File: src/rtl/fetch.sv
// -----------------------------------------------------------------------------
// fetch -- instruction-fetch stage of the five-stage MIPS pipeline.
//
// Holds the PC, drives a req/ready instruction-memory port, and owns the IF/ID
// register that feeds decode with {pc+4, instruction}. Branch/jump redirects
// from decode take effect after one architectural delay slot. Hazard stalls
// freeze the PC and IF/ID.
//
// Ports
//   i_clk, i_nrst        clock, asynchronous active-low reset
//   i_con_stall          hazard stall: PC/IF-ID hold, redirect inputs ignored
//   i_con_ifbranch       branch taken (target i_addr_pcadd)
//   i_con_jump           00 none, 01 absolute (i_addr_jump), 10 register
//                        (i_data_jr), 11 none
//   i_addr_pcadd         branch target
//   i_addr_jump          j/jal target
//   i_data_jr            jr/jalr target
//   o_imem_req           fetch request
//   o_imem_addr          fetch address (= PC register)
//   i_imem_ready         memory has data for the current request
//   i_imem_rdata         instruction word, valid with i_imem_ready
//   o_addr_pc4           IF/ID pc+4
//   o_data_instr         IF/ID instruction; 32'h0 is a bubble (sll nop)
//   o_addr_pc            current PC (debug)
// -----------------------------------------------------------------------------
module fetch #(
  parameter logic [31:0] RESET_PC = 32'h0000_0000
) (
  input  logic        i_clk,
  input  logic        i_nrst,
  input  logic        i_con_stall,
  input  logic        i_con_ifbranch,
  input  logic [1:0]  i_con_jump,
  input  logic [31:0] i_addr_pcadd,
  input  logic [31:0] i_addr_jump,
  input  logic [31:0] i_data_jr,
  output logic        o_imem_req,
  output logic [31:0] o_imem_addr,
  input  logic        i_imem_ready,
  input  logic [31:0] i_imem_rdata,
  output logic [31:0] o_addr_pc4,
  output logic [31:0] o_data_instr,
  output logic [31:0] o_addr_pc
);

  typedef enum logic [1:0] {
    ST_BOOT  = 2'd0,
    ST_FETCH = 2'd1,
    ST_HOLD  = 2'd2
  } state_t;

  state_t      state_q, state_d;
  logic [31:0] pc_q, pc_d;
  logic [31:0] pc4_p1, pc4_d;
  logic [31:0] instr_p1, instr_d;
  logic        pend_vld_q, pend_vld_d;
  logic [31:0] pend_tgt_q, pend_tgt_d;
  logic [31:0] hold_buf_q, hold_buf_d;

  logic        jump_abs;
  logic        jump_reg;
  logic        redirect_now;
  logic [31:0] redirect_tgt;
  logic [31:0] pc_plus4;
  logic [31:0] next_pc;
  logic        pc_adv;

  // Redirect qualification: a jump always beats a branch; 11 behaves as none.
  always_comb begin
    jump_abs     = (i_con_jump == 2'b01);
    jump_reg     = (i_con_jump == 2'b10);
    redirect_now = !i_con_stall && (jump_abs || jump_reg || i_con_ifbranch);
    if (jump_abs) begin
      redirect_tgt = i_addr_jump;
    end else if (jump_reg) begin
      redirect_tgt = i_data_jr;
    end else begin
      redirect_tgt = i_addr_pcadd;
    end
    pc_plus4 = pc_q + 32'd4;
    // A live redirect wins over a remembered one; the remembered one exists
    // only because bubbles delayed the delay slot.
    if (redirect_now) begin
      next_pc = redirect_tgt;
    end else if (pend_vld_q) begin
      next_pc = pend_tgt_q;
    end else begin
      next_pc = pc_plus4;
    end
  end

  always_comb begin
    state_d    = state_q;
    pc4_d      = pc4_p1;
    instr_d    = instr_p1;
    hold_buf_d = hold_buf_q;
    pc_adv     = 1'b0;
    case (state_q)
      ST_BOOT: begin
        state_d = ST_FETCH;
      end
      ST_FETCH: begin
        if (i_imem_ready && !i_con_stall) begin
          pc4_d   = pc_plus4;
          instr_d = i_imem_rdata;
          pc_adv  = 1'b1;
        end else if (i_imem_ready) begin
          // Word arrived during a stall: park it so memory is not re-asked.
          hold_buf_d = i_imem_rdata;
          state_d    = ST_HOLD;
        end else if (!i_con_stall) begin
          instr_d = 32'h0;
        end
      end
      ST_HOLD: begin
        if (!i_con_stall) begin
          pc4_d   = pc_plus4;
          instr_d = hold_buf_q;
          pc_adv  = 1'b1;
          state_d = ST_FETCH;
        end
      end
      default: begin
        state_d = ST_BOOT;
      end
    endcase
  end

  always_comb begin
    pd_default: begin
      pc_d       = pc_q;
      pend_vld_d = pend_vld_q;
      pend_tgt_d = pend_tgt_q;
    end
    if (pc_adv) begin
      pc_d       = next_pc;
      pend_vld_d = 1'b0;
    end else if (redirect_now && !pend_vld_q) begin
      // The first redirect seen while the PC is frozen is the one decode
      // acted on; later ones come from bubbles or repeated presentation.
      pend_vld_d = 1'b1;
      pend_tgt_d = redirect_tgt;
    end
  end

  // ---- IF/ID boundary (stage p1) and fetch control registers ----
  always_ff @(posedge i_clk or negedge i_nrst) begin
    if (!i_nrst) begin
      state_q    <= ST_BOOT;
      pc_q       <= RESET_PC;
      pc4_p1     <= 32'h0;
      instr_p1   <= 32'h0;
      pend_vld_q <= 1'b0;
      pend_tgt_q <= 32'h0;
      hold_buf_q <= 32'h0;
    end else begin
      state_q    <= state_d;
      pc_q       <= pc_d;
      pc4_p1     <= pc4_d;
      instr_p1   <= instr_d;
      pend_vld_q <= pend_vld_d;
      pend_tgt_q <= pend_tgt_d;
      hold_buf_q <= hold_buf_d;
    end
  end

  // Request decodes from the state register alone, so reset drops it at once.
  assign o_imem_req   = (state_q == ST_FETCH);
  assign o_imem_addr  = pc_q;
  assign o_addr_pc    = pc_q;
  assign o_addr_pc4   = pc4_p1;
  assign o_data_instr = instr_p1;

endmodule
File: config.mk
export PLATFORM = sky130hd
export DESIGN_NAME = fetch
export DESIGN_NICKNAME = d
export VERILOG_FILES = /design/src/rtl/fetch.sv
export SDC_FILE = /design/constraint.sdc
export NUM_CORES = 1
export LEC_CHECK = 0
export CELL_PAD_IN_SITES_DETAIL_PLACEMENT = 0
export CELL_PAD_IN_SITES_GLOBAL_PLACEMENT = 1
export CORE_AREA = 2 2 168 170
export DETAILED_ROUTE_END_ITERATION = 12
export DIE_AREA = 0 0 170 172
export GPL_TIMING_DRIVEN = 0
export PLACE_DENSITY = 0.75
export SLEW_MARGIN = 30
export SYNTH_ARGS = -nofsm -noshare
export SYNTH_HDL_FRONTEND = slang
export SYNTH_SLANG_ARGS = --single-unit
File: constraint.sdc
create_clock -name i_clk -period 2.2 [get_ports i_clk]
set_clock_uncertainty 0.2 [all_clocks]
set_input_delay 0.22 -clock i_clk [delete_from_list [all_inputs] [get_ports i_clk]]
set_output_delay 0.22 -clock i_clk [all_outputs]
set_load 0.005 [all_outputs]
Word level (Yosys, flattened, before mapping)
Index checks and enable logic that the tools add are counted.
- register bits after elaboration: 163
- latch bits: 0
- memory bits (writable): 0
- ROM bits: 0
- input port bits: 135
- output and inout port bits: 129
- logic and storage cells: 56
- memories: 0
- add/sub/neg operators: 1
- multipliers: 0
- divide/modulo/power cells: 0
- order comparisons: 0
- equality and inequality tests: 10
- shift-type cells: 0
- multiplexer cells: 21
- bitwise gates (word level): 2
- reductions and logical operators: 15
- operators with widths (kind ; number):
    32-bit 2-to-1 mux ; 10
    32-bit case mux with 2 select lines ; 2
    32-bit by 3-bit adder with 32-bit output, second input constant ; 1
    3-bit AND reduction ; 3
    2-bit 2-to-1 mux ; 3
    3-bit by 2-bit != test with 1-bit output, second input constant ; 2
    2-bit case mux with 3 select lines ; 1
    2-bit by 1-bit == test with 1-bit output, second input constant ; 2
    2-bit == test, second input constant ; 2
    1-bit 2-to-1 mux ; 4
    2-bit by 1-bit != test with 1-bit output, second input constant ; 2
    2-bit != test, second input constant ; 2
    4-bit AND reduction ; 1
    2-bit nonzero test ; 2
    1-bit logical AND ; 3
    1-bit zero test ; 2
    2-bit zero test ; 1
    1-bit logical OR ; 2
    1-bit inverter ; 2
    1-bit case mux with 2 select lines ; 1
    2-bit AND reduction ; 1

Depth between registers and ports, before layout
Gate-level depths: netlist of run 1.
- depth in word-level cells: 7
- gate-level depth with buffers: 10
- gate-level depth less buffers: 7

Least setup slack after synthesis of run 1
No wires, ideal clock.
- path type: register to register
- start: register state_q[1]
- end: register pend_tgt_q[26]
- setup time: 0.135 ns
- data arrival time: 1.995 ns
- data required time: 1.865 ns
- path slack: -0.130 ns
- cell stages (with the launch flop): 10
- buffers on the path: 3
- clock period less this slack: 2.330 ns
- cell sequence: dfrtp_1 -> inv_1 -> ha_1 -> a21oi_1 -> or3b_1 -> clkbuf_1 -> nand3_1 -> buf_2 -> clkbuf_1 -> o21ai_0
- word-level cells in the longest chain between the ends: 4
- elaborated cells between the ends (all ways): 5
- classes of those cells: eq/ne (2); mux (1); bitwise (1); reduce/logical (1)
- ends and longest elaborated chain (item ; RTL line ; RTL):
    start, declared ; 52 ; state_t state_q, state_d;
    start signal, assigned ; 157 ; state_q <= state_d;
    2-bit by 1-bit == test with 1-bit output ; n/a ;
    named net o_imem_req ; 37 ; output logic o_imem_req,
    1-bit case mux with 2 select lines ; 98 ; case (state_q)
    1-bit inverter (no line) ; n/a ;
    2-bit AND reduction (no line) ; n/a ;
    end signal, assigned ; 162 ; pend_tgt_q <= pend_tgt_d;
    end, declared ; 57 ; logic [31:0] pend_tgt_q, pend_tgt_d;
The timed path passes the listed nets, and every way through them passes these cells.
A chain may end at the register's enable or synchronous reset.

Worst setup path in the final report of run 1
- start: register state_q[1]
- end: register pc_q[20], in the netlist o_addr_pc[20]
- word-level cells in the longest chain between the ends: 2
- elaborated cells between the ends (all ways): 3
- classes of those cells: eq/ne (2); mux (1)
- ends and longest elaborated chain (item ; RTL line ; RTL):
    2-bit == test or 2-bit by 1-bit == test with 1-bit output (tied branches) ; 98 ;
    1-bit case mux with 2 select lines * ; 98 ;
    end signal, assigned ; 158 ; pc_q <= pc_d;
    end, declared ; 53 ; logic [31:0] pc_q, pc_d;
Every way passes the cells marked *; elsewhere a longest branch is shown, timed or not.

==> results of run 1 <==
where the power goes:
group / internal, W / leakage [nW] / switching, W
sequential: 0.00435 / 1.97 / 0.00117
clock: 0.00164 / 0.302 / 0.00143
combinational: 0.00443 / 3.19 / 0.00331
placed cells by master, fill, tap and decap left out, drive strengths merged, types with 38 or more instances in the layout:
cell type	instances
clkdlybuf4s50	261
clkbuf	54
nand2	92
a21oi	67
a22oi	39
mux2	52
mux2i	38
buf	96
o21ai	85
nor2	66
dfrtp	163
registers in the layout, indices dropped and copies added (netlist names):
register	cells
o_addr_pc	32
hold_buf_q	32
pend_vld_q	1
o_addr_pc4	32
state_q	2
pend_tgt_q	32
o_data_instr	32
worst register-to-register path: stages, from the launching register on:
cell and delay [ns]:
sky130_fd_sc_hd__dfrtp_1 0.40, sky130_fd_sc_hd__inv_2 0.12, sky130_fd_sc_hd__ha_4 0.19, sky130_fd_sc_hd__a21oi_4 0.07, sky130_fd_sc_hd__or3b_4 0.48, sky130_fd_sc_hd__buf_12 0.18
sky130_fd_sc_hd__a211o_1 0.28, sky130_fd_sc_hd__a22oi_1 0.19
metrics by stage:
| stage | total power [W] | TNS [ns] |
|---|---|---|
| after floorplan | 0.00875 | 0 |
| after global placement | 0.0123 | -1106.08 |
| after detailed placement | 0.0124 | -86.97 |
| after CTS | 0.0160 | -0.00324 |
| after global routing | 0.0174 | -0.216 |
| final | 0.0163 | 0 |
what timing repair did:
action                                  CTS  global route
endpoints found under the hold margin   103             0
pin swaps                                 9            10
hold buffers                              1             0
gates resized for setup                 102            97
buffers inserted                         21            16
cloned                                    0             1
endpoints found under the setup margin  140           149
logic make-up (layout without fill, tap and decap cells):
kind of cell	Yosys count	count (layout)	synth area share [%]
compound gates	257	257	18.5
xor+xnor	28	28	2.84
fa+ha+maj	6	6	0.871
buf+inv	106	439	6.34
flops	163	163	47.3
mux	90	90	11.2
simple gates	233	233	12.9
path summary, 6_finish.rpt:
kind,startpoint,to,cells after the start
max,state_q[1],o_addr_pc[20],7
min,i_nrst,pend_tgt_q[10],2
max reg2reg,state_q[1],o_addr_pc[20],7
min reg2reg,o_data_instr[1],o_data_instr[1],2
max in group asynchronous,i_nrst,state_q[0],4
min in group i_clk,i_imem_rdata[22],hold_buf_q[22],2
per-layer routing:
layer,up-vias,GRT usage [%]
met5,-,0
met3,29,4.10
li1,3794,-
met4,0,5.72
met2,248,31.5
met1,3722,25.8
final cells by class:
class / count / area share [%]
Tap cell: 346 / 3.27
Clock buffer: 17 / 3.21
Buffer: 92 / 5.07
Timing Repair Buffer: 304 / 22.8
Clock inverter: 15 / 1.44
Multi-Input combinational cell: 614 / 32.9
Sequential cell: 163 / 31.0
Inverter: 11 / 0.340
==> metrics.log, run 1 <==
INFO  metric status = finished, final reports clean
INFO  metric place.detailed.hpwl = 21.7 mm
INFO  metric cpMaxStageDelayCell = sky130_fd_sc_hd__or3b_4
INFO  metric register_area = 0.00410 mm2
INFO  metric rrSetupSlack = 0.004 ns
INFO  metric utilization_after_layout = 48.2%
INFO  metric timing.critical_path.to_type = flip-flop
INFO  metric crit_arrival = 2.34 ns
INFO  metric grt_setup_unrepaired = true
INFO  metric ys_types = 59
INFO  metric synth.avg_cell_area = 9.76 um2
INFO  metric detail_route.vias_per_cell = 4.99
INFO  metric final-instance-count-excl-fill = 1562
INFO  metric netlist.top_cell.by_area = sky130_fd_sc_hd__dfrtp_1
INFO  metric route.detailed.wl_per_inst = 18.2 um
INFO  metric syn-num-nets = 1024
INFO  metric routed.top_layer = met4
INFO  metric leading_post_synthesis_cells_by_cell_area = sky130_fd_sc_hd__dfrtp_1, sky130_fd_sc_hd__mux2_2, sky130_fd_sc_hd__o21ai_0, sky130_fd_sc_hd__mux2i_1, sky130_fd_sc_hd__nand2_1
INFO  metric fillers = 2624
INFO  metric synthTopCellsByCount = sky130_fd_sc_hd__dfrtp_1, sky130_fd_sc_hd__nand2_1, sky130_fd_sc_hd__o21ai_0
INFO  metric grt-ovfl-total = 0
INFO  metric syn-instance-count = 883
INFO  metric timing.slew.headroom = 63.8%
INFO  metric yosys_register_bits = 163
INFO  metric synthesis.area = 0.00862 mm2
INFO  metric path_delay_family = compound AO/OA/AOI/OAI gates
INFO  metric crit_type = flip-flop to flip-flop
INFO  metric max-vdd-ir-drop = 0.660 mV
INFO  metric cts.root.buffer_cell = sky130_fd_sc_hd__clkbuf_16
INFO  metric area_used_by_multi_input_combinational_logic = 0.00435 mm2
INFO  metric ctsHtreeMaxLevel = 4
INFO  metric hold_violations = 0
INFO  metric synth.top_cell.area_share = 47.3%
INFO  metric std_cell_rows = 61
INFO  metric num_antenna_cells = 0
INFO  metric design.die.area = 0.0292 mm2
INFO  metric cts-buffers-inserted = 17
INFO  metric crit_path_max_fanout = 7
INFO  metric area_growth = 53.6%
INFO  metric num_vias = 7793
INFO  metric core_area = 0.0275 mm2
INFO  metric drtAntennaViolNets = 0
INFO  metric grt_pass1_vias = 7649
INFO  metric initial_antenna_violation_count = 0
INFO  metric grt_first_pass_wirelength = 43.3 mm
INFO  metric die-height = 172 um
INFO  metric drcViolationCount = 0
INFO  metric min-delay-path-class = input pin to asynchronous set/reset pin
INFO  metric tritoncts = built
INFO  metric async_flop_share = 100%
INFO  metric fmax = 455 MHz
INFO  metric cp_slowest_stage_delay = 0.48 ns
INFO  metric wl_met1 = 12.7 mm
INFO  metric place.gp.congestion = 0.823
INFO  metric floorplan.die.width = 170 um
INFO  metric post-synth-top-count-cell = sky130_fd_sc_hd__dfrtp_1
INFO  metric count_of_max_cap_constraint_violations = 0
INFO  metric floorplan.io_pins = 264
INFO  metric fin_crit_sh = 99.8%
INFO  metric leakage = 5.46 nW
INFO  metric drt_iter0_markers = 471
INFO  metric clock_latency = 0.44 ns
INFO  metric crit_path_cell_trace = inv_2, ha_4, a21oi_4, or3b_4, buf_12, a211o_1, a22oi_1
INFO  metric seq_area_frac_synth = 47.3%
INFO  metric fin_area = 0.0132 mm2
INFO  metric synthesis.yosys.warnings = 0
INFO  metric worst_hold_slack = 0.0473 ns
INFO  metric grt.total_usage = 19.3%
INFO  metric detailroute.wirelength.met2 = 13.6 mm
INFO  metric post-place-cells = 1494
INFO  metric tightestPinTransition = 0.543 ns
INFO  metric clk_pin_slew_worst_paths = 0.07 ns
INFO  metric timing.final.ws_setup = 0.00372 ns
INFO  metric clkSinkCount = 163
INFO  metric postSynth.topFlopCell = sky130_fd_sc_hd__dfrtp_1
INFO  metric synth-edff-count = 0
INFO  metric worst-path-buf-inv = 2
INFO  metric drv_slew = 0
INFO  metric design.final.nets = 1344
INFO  metric clock_path_buffers = 2
INFO  metric pwr_per_cell_area = 1230 mW/mm2
INFO  metric worst-endpoint-required = 2.34 ns
INFO  metric period_minus_slack = 2.20 ns
INFO  metric drt_first_pass_iters = 5
INFO  metric start_kind = flip-flop
INFO  metric detailed_place.area = 0.0118 mm2
INFO  metric dpl_worst_slack = -0.845 ns
INFO  metric wl_met3 = 1.62 mm
INFO  metric floorplan.initialDensity = 31.4%
INFO  metric grt_start_max_net_pins = 68
INFO  metric route.final.wire_length = 28.4 mm
INFO  metric setup_violations = 0
INFO  metric drive_gt1_share = 23.4%
INFO  metric port_buffers = 263
(Power assumes the default switching activity.)
==> inputs of run 2 (changes only) <==
Settings changed: CORE_AREA 2 2 168 170 to 2 2 197 141, CTS_BUF_LIST from default to sky130_fd_sc_hd__clkbuf_8, DIE_AREA 0 0 170 172 to 0 0 199 143, PLACE_DENSITY 0.75 to 0.77.
==> run 2 against run 1 <==
  * Register-to-register slack barely moved
  * Non-clock buffer count rose by 3
  * Critical path depth up 2
  * First-iteration DRC count decreased by 4.5%
  * Flip-flop and latch count is the same
  * Clock power down 23%
  * Core utilization rose by 1.4 points
  * Fmax increased by 0.32%
  * Largest cell class unchanged
  * Largest power group unchanged
==> metrics.log, run 2 (synthesis gave the netlist of run 1 again) <==
INFO  metric status = finished, final reports clean
INFO  metric worst_hold_slack = 0.121 ns
INFO  metric route.final.wire_length = 31.1 mm
INFO  metric p_switching = 0.00585 W
INFO  metric core_area = 0.0265 mm2
INFO  metric floorplan.io_pins = 264
INFO  metric ctsHtreeMaxLevel = 4
INFO  metric fmax = 457 MHz
INFO  metric path_delay_family = buffers and inverters
INFO  metric worst-path-stages = 9
INFO  metric area_growth = 52.2%
INFO  metric clock_path_buffers = 2
INFO  metric number_of_cell_instances_on_the_worst_register_to_register_path = 7
INFO  metric drt_iter0_markers = 450
INFO  metric drv_slew = 0
INFO  metric timing.slew.headroom = 47.3%
INFO  metric place.detailed.hpwl = 23.3 mm
INFO  metric drcViolationCount = 0
INFO  metric grt_pass1_vias = 7975
INFO  metric crit_type = input pin to flip-flop
INFO  metric clock_latency = 0.47 ns
INFO  metric cts.root.buffer_cell = sky130_fd_sc_hd__clkbuf_8
INFO  metric crit_arrival = 2.34 ns
INFO  metric grt-ovfl-total = 0
INFO  metric worst-endpoint-required = 2.35 ns
INFO  metric clkSinkCount = 163
INFO  metric leakage = 5.39 nW
INFO  metric grt_setup_unrepaired = true
INFO  metric setup_violations = 0
INFO  metric detail_route.vias_per_cell = 5.11
INFO  metric fillers = 2539
INFO  metric min-delay-path-class = input pin to asynchronous set/reset pin
INFO  metric share_comb_of_total_power = 49.3%
INFO  metric std_cell_rows = 50
INFO  metric switch_share = 37.2%
INFO  metric timing.critical_path.to_type = flip-flop
INFO  metric fin_crit_sh = 99.5%
INFO  metric drive_gt1_share = 23.9%
INFO  metric route.detailed.wl_per_inst = 19.7 um
INFO  metric fin_area = 0.0131 mm2
INFO  metric num_antenna_cells = 0
INFO  metric hold_violations = 0
INFO  metric cp_slowest_stage_delay = 0.48 ns
INFO  metric drt_first_pass_iters = 5
INFO  metric place.gp.congestion = 0.844
INFO  metric count_of_max_cap_constraint_violations = 0
INFO  metric design.final.nets = 1347
INFO  metric crit_path_max_fanout = 10
INFO  metric design.die.area = 0.0285 mm2
INFO  metric cpMaxStageDelayCell = sky130_fd_sc_hd__clkdlybuf4s50_1
INFO  metric pwr_per_cell_area = 1200 mW/mm2
INFO  metric detailed_place.area = 0.0118 mm2
INFO  metric floorplan.initialDensity = 32.6%
INFO  metric rrSetupSlack = 0.01 ns
INFO  metric power_frac_clock = 15.1%
INFO  metric floorplan.die.width = 199 um
INFO  metric crit_path_cell_trace = clkdlybuf4s50_1, inv_1, ha_2, nor2b_2, nor2_4, buf_6, o32ai_4, a31oi_1, o22a_1
INFO  metric internal-power = 0.00987 W
INFO  metric grt.total_usage = 22.2%
INFO  metric final_common_cell = sky130_fd_sc_hd__clkdlybuf4s50_1
INFO  metric area_used_by_multi_input_combinational_logic = 0.00440 mm2
INFO  metric port_buffers = 263
INFO  metric drtAntennaViolNets = 0
INFO  metric start_kind = input pin
INFO  metric sequentialPowerShare = 35.6%
INFO  metric register_area = 0.00410 mm2
INFO  metric num_vias = 8079
INFO  metric period_minus_slack = 2.19 ns
INFO  metric layout.cells.most_common_list = sky130_fd_sc_hd__clkdlybuf4s50_1, sky130_fd_sc_hd__dfrtp_1, sky130_fd_sc_hd__nand2_1
INFO  metric tritoncts = built
INFO  metric worst-path-buf-inv = 3
INFO  metric cts-buffers-inserted = 17
INFO  metric grt_start_max_net_pins = 82
INFO  metric grt_first_pass_wirelength = 47.3 mm
INFO  metric clk_pin_slew_worst_paths = 0.09 ns
INFO  metric initial_antenna_violation_count = 0
INFO  metric timing.setup.tns = 0 ns
INFO  metric max-vdd-ir-drop = 0.428 mV
INFO  metric die-height = 143 um
INFO  metric tightestPinTransition = 0.788 ns
==> run 2: cell types whose count changed in the layout (fill, tap and decap cells not counted), moves of 3 or more <==
cell | before | now
sky130_fd_sc_hd__inv_8 | 6 | 0
sky130_fd_sc_hd__clkbuf_16 | 18 | 1
sky130_fd_sc_hd__mux2_4 | 7 | 4
sky130_fd_sc_hd__clkinvlp_4 | 1 | 6
sky130_fd_sc_hd__clkinv_4 | 4 | 1
sky130_fd_sc_hd__clkbuf_4 | 5 | 10
sky130_fd_sc_hd__clkinv_8 | 3 | 0
sky130_fd_sc_hd__mux2_2 | 45 | 48
sky130_fd_sc_hd__clkbuf_8 | 2 | 19
==> run 2: path summary, 6_finish.rpt <==
path / startpoint / to
max in group asynchronous: i_nrst / o_addr_pc[7]
worst min-delay path: i_nrst / o_addr_pc[9]
min in group i_clk: i_imem_rdata[23] / hold_buf_q[23]
worst max register to register: state_q[1] / pend_tgt_q[12]
worst min register to register: o_data_instr[12] / o_data_instr[12]
worst max-delay path: i_con_jump[0] / o_addr_pc[30]
==> run 2: worst register-to-register path: cells and delay by family (launching register included) <==
kind / cells / cell delay [ns]
and+or+nand+nor: 2 / 0.64
adders and majority gates: 1 / 0.17
AOI/OAI and AO/OA: 1 / 0.07
DFF: 1 / 0.39
muxes: 1 / 0.33
buffers and inverters: 2 / 0.29
==> run 2: area by class of cell <==
type                    count  area share [%]
inverters                  11           0.343
plain buffers              91            5.08
flip-flops and latches    163            31.3
clock buffers              19            1.99
clock inverters            11            1.17
repair buffers            308            23.2
well taps                 364            3.47
multi-input cells         614            33.5
==> run 2: metal layers <==
layer  vias to the layer above  global-route usage (%)  share of wire, %
met1                      3988                    33.2                48
met2                       289                    31.9                43
met4                         0                    4.20              0.66
met3                        15                    6.05               8.3
met5                         -                       0                 0
li1                       3787                       -                 -
==> run 2: repair_timing <==
action	in CTS	in global routing
hold buffers	2	0
pin swaps	9	18
gates resized for setup	95	107
cloned	0	1
setup endpoints to repair	146	131
setup buffers	26	14
hold endpoints to repair	163	0
==> run 2: power by group through the flow <==
stage          clock (W)  combinational (W)  sequential [W]
3_5_place_dp           0            0.00692         0.00561
4_1_cts          0.00243            0.00746         0.00553
2_1_floorplan          0            0.00345         0.00529
5_1_grt          0.00256            0.00842         0.00577
6_report         0.00237            0.00775         0.00560
3_3_place_gp           0            0.00681         0.00556
==> run 2: through the flow <==
| step | setup WS (ns) | utilization (%) | cells | total power (W) |
|---|---|---|---|---|
| floorplan | 0.00885 | - | 883 | 0.00875 |
| finish | 0.0107 | 49.6 | 1581 | 0.0157 |
| CTS | -0.0522 | 48.2 | 1569 | 0.0154 |
| detailed placement | -0.885 | 44.5 | 1512 | 0.0125 |
| global placement | -6.96 | 44.3 | 1510 | 0.0124 |
| global route | -0.0416 | 49.6 | 1581 | 0.0168 |
